==> src/rtl/beamform_pkg.sv <==
// Shared constants, types and the beam delay table for the L1 power trigger.
// Imported by beam_power and beam_power_trigger.
package beamform_pkg;

    localparam int NCHAN       = 8;
    localparam int NSAMP       = 8;
    localparam int SAMPLE_BITS = 5;
    localparam int POWER_BITS  = 18;
    localparam int MAXDELAY    = 15;

    localparam int BEAM_BITS = 8;
    localparam int SQ_BITS   = 15;
    localparam int DLY_BITS  = 4;

    // Three words of history per channel: current plus two previous.
    localparam int HIST_SAMP = 3 * NSAMP;
    localparam int HIST_BITS = HIST_SAMP * SAMPLE_BITS;
    localparam int WORD_BITS = NSAMP * SAMPLE_BITS;

    // Larger than any reachable window power, so nothing fires after reset.
    localparam logic [POWER_BITS-1:0] THRESH_RST = '1;

    typedef logic [NCHAN-1:0][DLY_BITS-1:0] delay_row_t;
    typedef logic [NCHAN-1:0][HIST_BITS-1:0] hist_t;

    // D[b][c] = (b*c) mod 16; beam 0 is all zero and beam 1 is D=c.
    function automatic delay_row_t beam_delays(input int b);
        delay_row_t r;
        r = '0;
        for (int c = 0; c < NCHAN; c++) begin
            r[c] = DLY_BITS'((b * c) % (MAXDELAY + 1));
        end
        return r;
    endfunction

    function automatic logic signed [BEAM_BITS-1:0] sext(
        input logic [SAMPLE_BITS-1:0] x
    );
        return signed'({{(BEAM_BITS-SAMPLE_BITS){x[SAMPLE_BITS-1]}}, x});
    endfunction

endpackage

==> src/rtl/beam_power.sv <==
// One beam: delay-and-sum over 8 channels, square, 8-sample window power.
// Ports: clk_i/rst_i, hist_i (3-word history per channel), power_o (18b).
module beam_power
    import beamform_pkg::*;
#(
    parameter delay_row_t DELAYS = '0
) (
    input  logic                  clk_i,
    input  logic                  rst_i,
    input  hist_t                 hist_i,
    output logic [POWER_BITS-1:0] power_o
);

    logic signed [BEAM_BITS-1:0] sum_d [NSAMP];
    logic signed [BEAM_BITS-1:0] sum_q [NSAMP];
    logic        [SQ_BITS-1:0]   sq_d  [NSAMP];
    logic        [SQ_BITS-1:0]   sq_q  [NSAMP];
    logic        [POWER_BITS-1:0] pow_d;
    logic        [POWER_BITS-1:0] pow_q;

    // Current word occupies history slots 16..23; a delay of up to 15
    // reaches back into slot 1 at the oldest.
    always_comb begin
        for (int i = 0; i < NSAMP; i++) begin
            sum_d[i] = '0;
            for (int c = 0; c < NCHAN; c++) begin
                sum_d[i] = sum_d[i] + sext(
                    hist_i[c][(2*NSAMP + i - int'(DELAYS[c]))*SAMPLE_BITS
                              +: SAMPLE_BITS]);
            end
        end
    end

    // Square fits in 15 bits (max 16384), so truncating the product is exact.
    always_comb begin
        for (int i = 0; i < NSAMP; i++) begin
            sq_d[i] = SQ_BITS'(sum_q[i] * sum_q[i]);
        end
    end

    always_comb begin
        pow_d = '0;
        for (int i = 0; i < NSAMP; i++) begin
            pow_d = pow_d + POWER_BITS'(sq_q[i]);
        end
    end

    always_ff @(posedge clk_i) begin
        if (rst_i) begin
            for (int i = 0; i < NSAMP; i++) begin
                sum_q[i] <= '0;
                sq_q[i]  <= '0;
            end
            pow_q <= '0;
        end else begin
            for (int i = 0; i < NSAMP; i++) begin
                sum_q[i] <= sum_d[i];
                sq_q[i]  <= sq_d[i];
            end
            pow_q <= pow_d;
        end
    end

    assign power_o = pow_q;

endmodule

==> src/rtl/beam_power_trigger.sv <==
// Per-beam power trigger: history, NBEAMS beam_power units, staged/active
// thresholds and strict compare. Ports: clk_i, rst_i, data_i, thresh_i,
// thresh_ce_i, update_i, trigger_o.
module beam_power_trigger
    import beamform_pkg::*;
#(
    parameter int NBEAMS = 2
) (
    input  logic                               clk_i,
    input  logic                               rst_i,
    input  logic [NCHAN-1:0][WORD_BITS-1:0]    data_i,
    input  logic [POWER_BITS-1:0]              thresh_i,
    input  logic [NBEAMS-1:0]                  thresh_ce_i,
    input  logic                               update_i,
    output logic [NBEAMS-1:0]                  trigger_o
);

    logic [NCHAN-1:0][WORD_BITS-1:0] w0_q, w1_q, w2_q;
    hist_t                           hist;

    logic [NBEAMS-1:0][POWER_BITS-1:0] staged_d, staged_q;
    logic [NBEAMS-1:0][POWER_BITS-1:0] active_d, active_q;
    logic [NBEAMS-1:0]                 trig_d, trig_q;
    logic [POWER_BITS-1:0]             power [NBEAMS];

    always_ff @(posedge clk_i) begin
        if (rst_i) begin
            w0_q <= '0;
            w1_q <= '0;
            w2_q <= '0;
        end else begin
            w0_q <= data_i;
            w1_q <= w0_q;
            w2_q <= w1_q;
        end
    end

    // Oldest word at the low bits so slot index follows stream order.
    always_comb begin
        for (int c = 0; c < NCHAN; c++) begin
            hist[c] = {w0_q[c], w1_q[c], w2_q[c]};
        end
    end

    for (genvar b = 0; b < NBEAMS; b++) begin : g_beam
        beam_power #(
            .DELAYS (beam_delays(b))
        ) u_beam_power (
            .clk_i   (clk_i),
            .rst_i   (rst_i),
            .hist_i  (hist),
            .power_o (power[b])
        );
    end

    // Commit copies the pre-edge staged value, so a same-cycle stage
    // write lands only in staged.
    always_comb begin
        staged_d = staged_q;
        active_d = update_i ? staged_q : active_q;
        trig_d   = '0;
        for (int b = 0; b < NBEAMS; b++) begin
            if (thresh_ce_i[b]) begin
                staged_d[b] = thresh_i;
            end
            trig_d[b] = power[b] > active_q[b];
        end
    end

    always_ff @(posedge clk_i) begin
        if (rst_i) begin
            staged_q <= {NBEAMS{THRESH_RST}};
            active_q <= {NBEAMS{THRESH_RST}};
            trig_q   <= '0;
        end else begin
            staged_q <= staged_d;
            active_q <= active_d;
            trig_q   <= trig_d;
        end
    end

    assign trigger_o = trig_q;

endmodule

==> config.mk <==
export PLATFORM = sky130hd
export DESIGN_NAME = beam_power_trigger
export DESIGN_NICKNAME = d
export VERILOG_FILES = /design/src/rtl/beamform_pkg.sv /design/src/rtl/beam_power.sv /design/src/rtl/beam_power_trigger.sv
export SDC_FILE = /design/constraint.sdc
export NUM_CORES = 2
export LEC_CHECK = 0
export BUFFER_PORTS_ARGS = -buffer_cell sky130_fd_sc_hd__buf_2
export CORE_MARGIN = 2
export CORE_UTILIZATION = 45
export DETAILED_ROUTE_END_ITERATION = 10
export HOLD_SLACK_MARGIN = 0.12
export PLACE_DENSITY = 0.68
export SYNTH_ARGS = -nofsm -noshare
export SYNTH_HDL_FRONTEND = slang
export SYNTH_HIERARCHICAL = 1
export SYNTH_SLANG_ARGS = --single-unit
==> constraint.sdc <==
create_clock -name clk_i -period 10.8 [get_ports clk_i]
set_input_delay 1.08 -clock clk_i [delete_from_list [all_inputs] [get_ports clk_i]]
set_output_delay 1.08 -clock clk_i [all_outputs]
set_load 0.01 [all_outputs]
== After elaboration in Yosys (flattened, before gate mapping) ==
Memories as Yosys holds them, arrays and structs flattened.
Index checks and enable logic that the tools add are counted.

* Order comparisons: 2
* $mul: 16
* $add $sub $neg: 126
* Bitwise operators: 32
* Multiplexer cells: 35

{| class="wikitable"
|+ Operators with widths
! kind !! count
|-
| $add A8 B5 Y8 || 80
|-
| $mul A8 B8 Y15 || 16
|-
| $mux W15 || 16
|-
| $add A18 B15 Y18 || 12
|-
| $mux W8 || 16
|-
| $add A6 B5 Y7 || 16
|-
| $add A5 B5 Y6 || 16
|-
| $gt A18 B18 Y1 || 2
|-
| $add A15 B15 Y16 || 2
|-
| $or A1 B1 Y1 || 32
|-
| $mux W1 || 3
|}

* Memories kept: 4
* Register bits after elaboration: 710
* Word-level logic and storage cells: 237
* Bits in writable memories: 368

{| class="wikitable"
|+ Memories
! memory !! words !! bits a word !! read ports !! clocked after memory_dff !! write ports !! RTL line !! RTL
|-
| g_beam[0].u_beam_power.sq_q || 8 || 15 || 8 || 0 || 8 || beam_power.sv:17 || <nowiki>logic [SQ_BITS-1:0] sq_q [NSAMP];</nowiki>
|-
| g_beam[1].u_beam_power.sq_q || 8 || 15 || 8 || 0 || 8 || beam_power.sv:17 ||
|-
| g_beam[0].u_beam_power.sum_q || 8 || 8 || 8 || 0 || 8 || beam_power.sv:15 || <nowiki>logic signed [BEAM_BITS-1:0] sum_q [NSAMP];</nowiki>
|-
| g_beam[1].u_beam_power.sum_q || 8 || 8 || 8 || 0 || 8 || beam_power.sv:15 ||
|}

== Depth between registers and ports, before layout ==
* Depth in word-level cells: 8
* Depth in mapped cells: 18
* Depth with buffers taken out: 17

== Hierarchy ==
The synthesis kept the hierarchy.

{| class="wikitable"
|+ Modules (own cells, without submodules)
! module !! area an instance (um^2) !! times used !! cells an instance
|-
| beam_power at g_beam[0].u_beam_power || 32003.2 || 1 || 3412
|-
| beam_power at g_beam[1].u_beam_power || 31556.5 || 1 || 3274
|-
| beam_power_trigger || 29057.9 || 1 || 2393
|}

== Worst setup path before layout ==
OpenSTA, ideal clock, no wires.

* Path kind: register to register
* Start point: memory g_beam[0].u_beam_power.sum_q[3][7] (netlist: g_beam[0].u_beam_power/sum_q[0][31])
* End point: memory g_beam[0].u_beam_power.sq_q[3][13] (netlist: g_beam[0].u_beam_power/sq_q[0][58])
* Setup time: 121 ps
* Buffers on the path: 1
* Cell stages (with the launch flop): 15
* Data arrival time: 4294 ps
* Data required time: 10679 ps
* Slack: 6385 ps
* Path through: dfxtp_1 > clkbuf_1 > nor2b_1 > fa_1 > fa_1 > fa_1 > inv_1 > fa_1 > inv_1 > ha_1 > nor2b_1 > a311o_1 > o31ai_4 > o21ai_1 > mux2_4

{| class="wikitable"
|+ RTL lines
! element !! RTL line
|-
| start: declaration || beam_power.sv:15
|-
| end: declaration || beam_power.sv:17
|}

==> flow_summary.yaml <==
sta:
  fmax_ghz: 0.204
  hold_viol_final: 0
  rsz0062_at_grt: "false"
  fin_tns_setup_ns: 0
  timing.final.crit_share_pct: 45.4
  finalSetupViolCount: 0
  worst_pin_slew_ns: 1.02
  fin_skew_ns: 0.0607
  min_period_ns: 4.91
  slew_viol_final: 0
  relSlewSlack_pct: 32.0
global_route:
  grtUsageTotal_pct: 24.1
  grt-ovfl-total: 0
  antenna_found_initial: 16
  grt_pass1_wl_um: 326000
  grt_pass1_vias: 55300
  grt_max_degree: 176
routing:
  via_per_inst: 4.81
  first_pass_iters: 6
  wl_per_cell_um: 19.8
  antenna_left: 0
  drc: 0
  drt-total-wl_um: 213000
  first_iter_violations: 3132
  via_count: 51500
floorplanning:
  die_y_um: 424
  io_pins: 345
  core-area_sq_um: 176000
  die_w_um: 424
  initial_core_util_pct: 45.2
  rows: 154
  die_area_sq_um: 180000
clock_network:
  clockBufferDepth: 3
  cts_resized: 0
  cts_buffers: 103
  htreeDepth: 3
  clock-sinks: 922
  holdBufCountCts: 0
  root_buffer: "clkbuf_16"
  cts_tree: "yes"
  postCtsSetupBuffers: 0
  clk_pin_slew_worst_paths_ns: 0.07
  clock_latency_ns: 0.78
critical_path:
  critPathCaptureType: "flop"
  critPathLaunchType: "flop"
  crit_fanout: 8
  crit_type: "reg2reg"
  crit_arrival_ns: 5.50
  cp.required_ns: 11.39
flow_run:
  max_cap_violations: 0
logic_synthesis:
  yosys_warnings: 6
  syn_inst: 8034
  avgSynthCellArea_sq_um: 9.87
  syn_area_sq_um: 79300
placed_design:
  postPlaceCellArea_sq_um: 83300
  numPortBuffers: 344
  gp_congestion: 0.966
  place_inst: 10500
  dp_hpwl_um: 184000
final_layout:
  final_common_cell: "inv_1"
  stdcell_count: 10700
  drive_above_1_share_pct: 7.47
  nets: 10600
  final_cell_mix: "inv_1 (2095), fa_1 (1357), dfxtp_1 (922), nor2b_1 (723), ha_1 (578)"
  area_delta_synth_final_pct: 9.60
  final_cell_area_sq_um: 86900
hold_path:
  hp-class: "reg2reg"
status:
  status: "finished clean"
[layout make-up]
| cell class | count | area (sq um) |
|---|---|---|
| inverter | 2096 | 7870 |
| tap | 2340 | 2930 |
| multi-input combinational | 4816 | 52200 |
| antenna | 2 | 5.00 |
| clock inverter | 59 | 785 |
| clock buffer | 133 | 2870 |
| fill | 16000 | 88600 |
| sequential | 922 | 18500 |
| timing repair buffer | 354 | 1830 |
[worst paths after layout]
kind                                                     startpoint                                 end  slack (ns)  depth (start not counted)
worst max-delay path            g_beam[0].u_beam_power/sum_q[0][14]  g_beam[0].u_beam_power/sq_q[0][28]        5.89                         17
worst min-delay path                                    staged_q[7]                         active_q[7]        0.47                          2
worst max register to register  g_beam[0].u_beam_power/sum_q[0][14]  g_beam[0].u_beam_power/sq_q[0][28]        5.89                         17
worst min register to register                          staged_q[7]                         active_q[7]        0.47                          2
[critical path, stage by stage (launching register included)]
cell     delay (ns)
dfxtp_1        0.75
inv_1          0.21
nor2_1         0.24
inv_1          0.09
fa_1           0.50
inv_1          0.06
fa_1           0.52
fa_1           0.55
inv_1          0.06
fa_1           0.54
inv_1          0.05
ha_1           0.28
a21o_1         0.21
a21o_1         0.17
a21oi_1        0.13
o21ai_0        0.11
xnor2_1        0.21
nor2_1         0.06
[flip-flops by register name, indices dropped and copies added, names as in the netlist]
register and flops:
hist 460, g_beam.u_beam_power/power_o 36, staged_q 36, active_q 36
trigger_o 2, g_beam.u_beam_power/sum_q 128, g_beam.u_beam_power/sq_q 224
[routing by layer]
layer / track usage (%) / wire, um / vias to the layer above
met5: 0 / 29 / -
met4: 12.2 / 12100 / 4
met3: 3.01 / 10300 / 340
met2: 39.8 / 100000 / 1317
met1: 31.3 / 89800 / 25700
li1: - / - / 24100
[stage by stage]
stage	hold slack (ns)	util, %	setup WS [ns]
finish	0.473	49.5	5.89
detailed placement	0.459	47.4	5.98
global placement	0.450	47.4	5.97
CTS	0.459	49.5	5.88
global route	0.494	49.5	5.59
floorplan	0.438	-	6.38
Power is not shown: default switching activity piles up to over one toggle a cycle in this logic, so the estimate is an artifact.
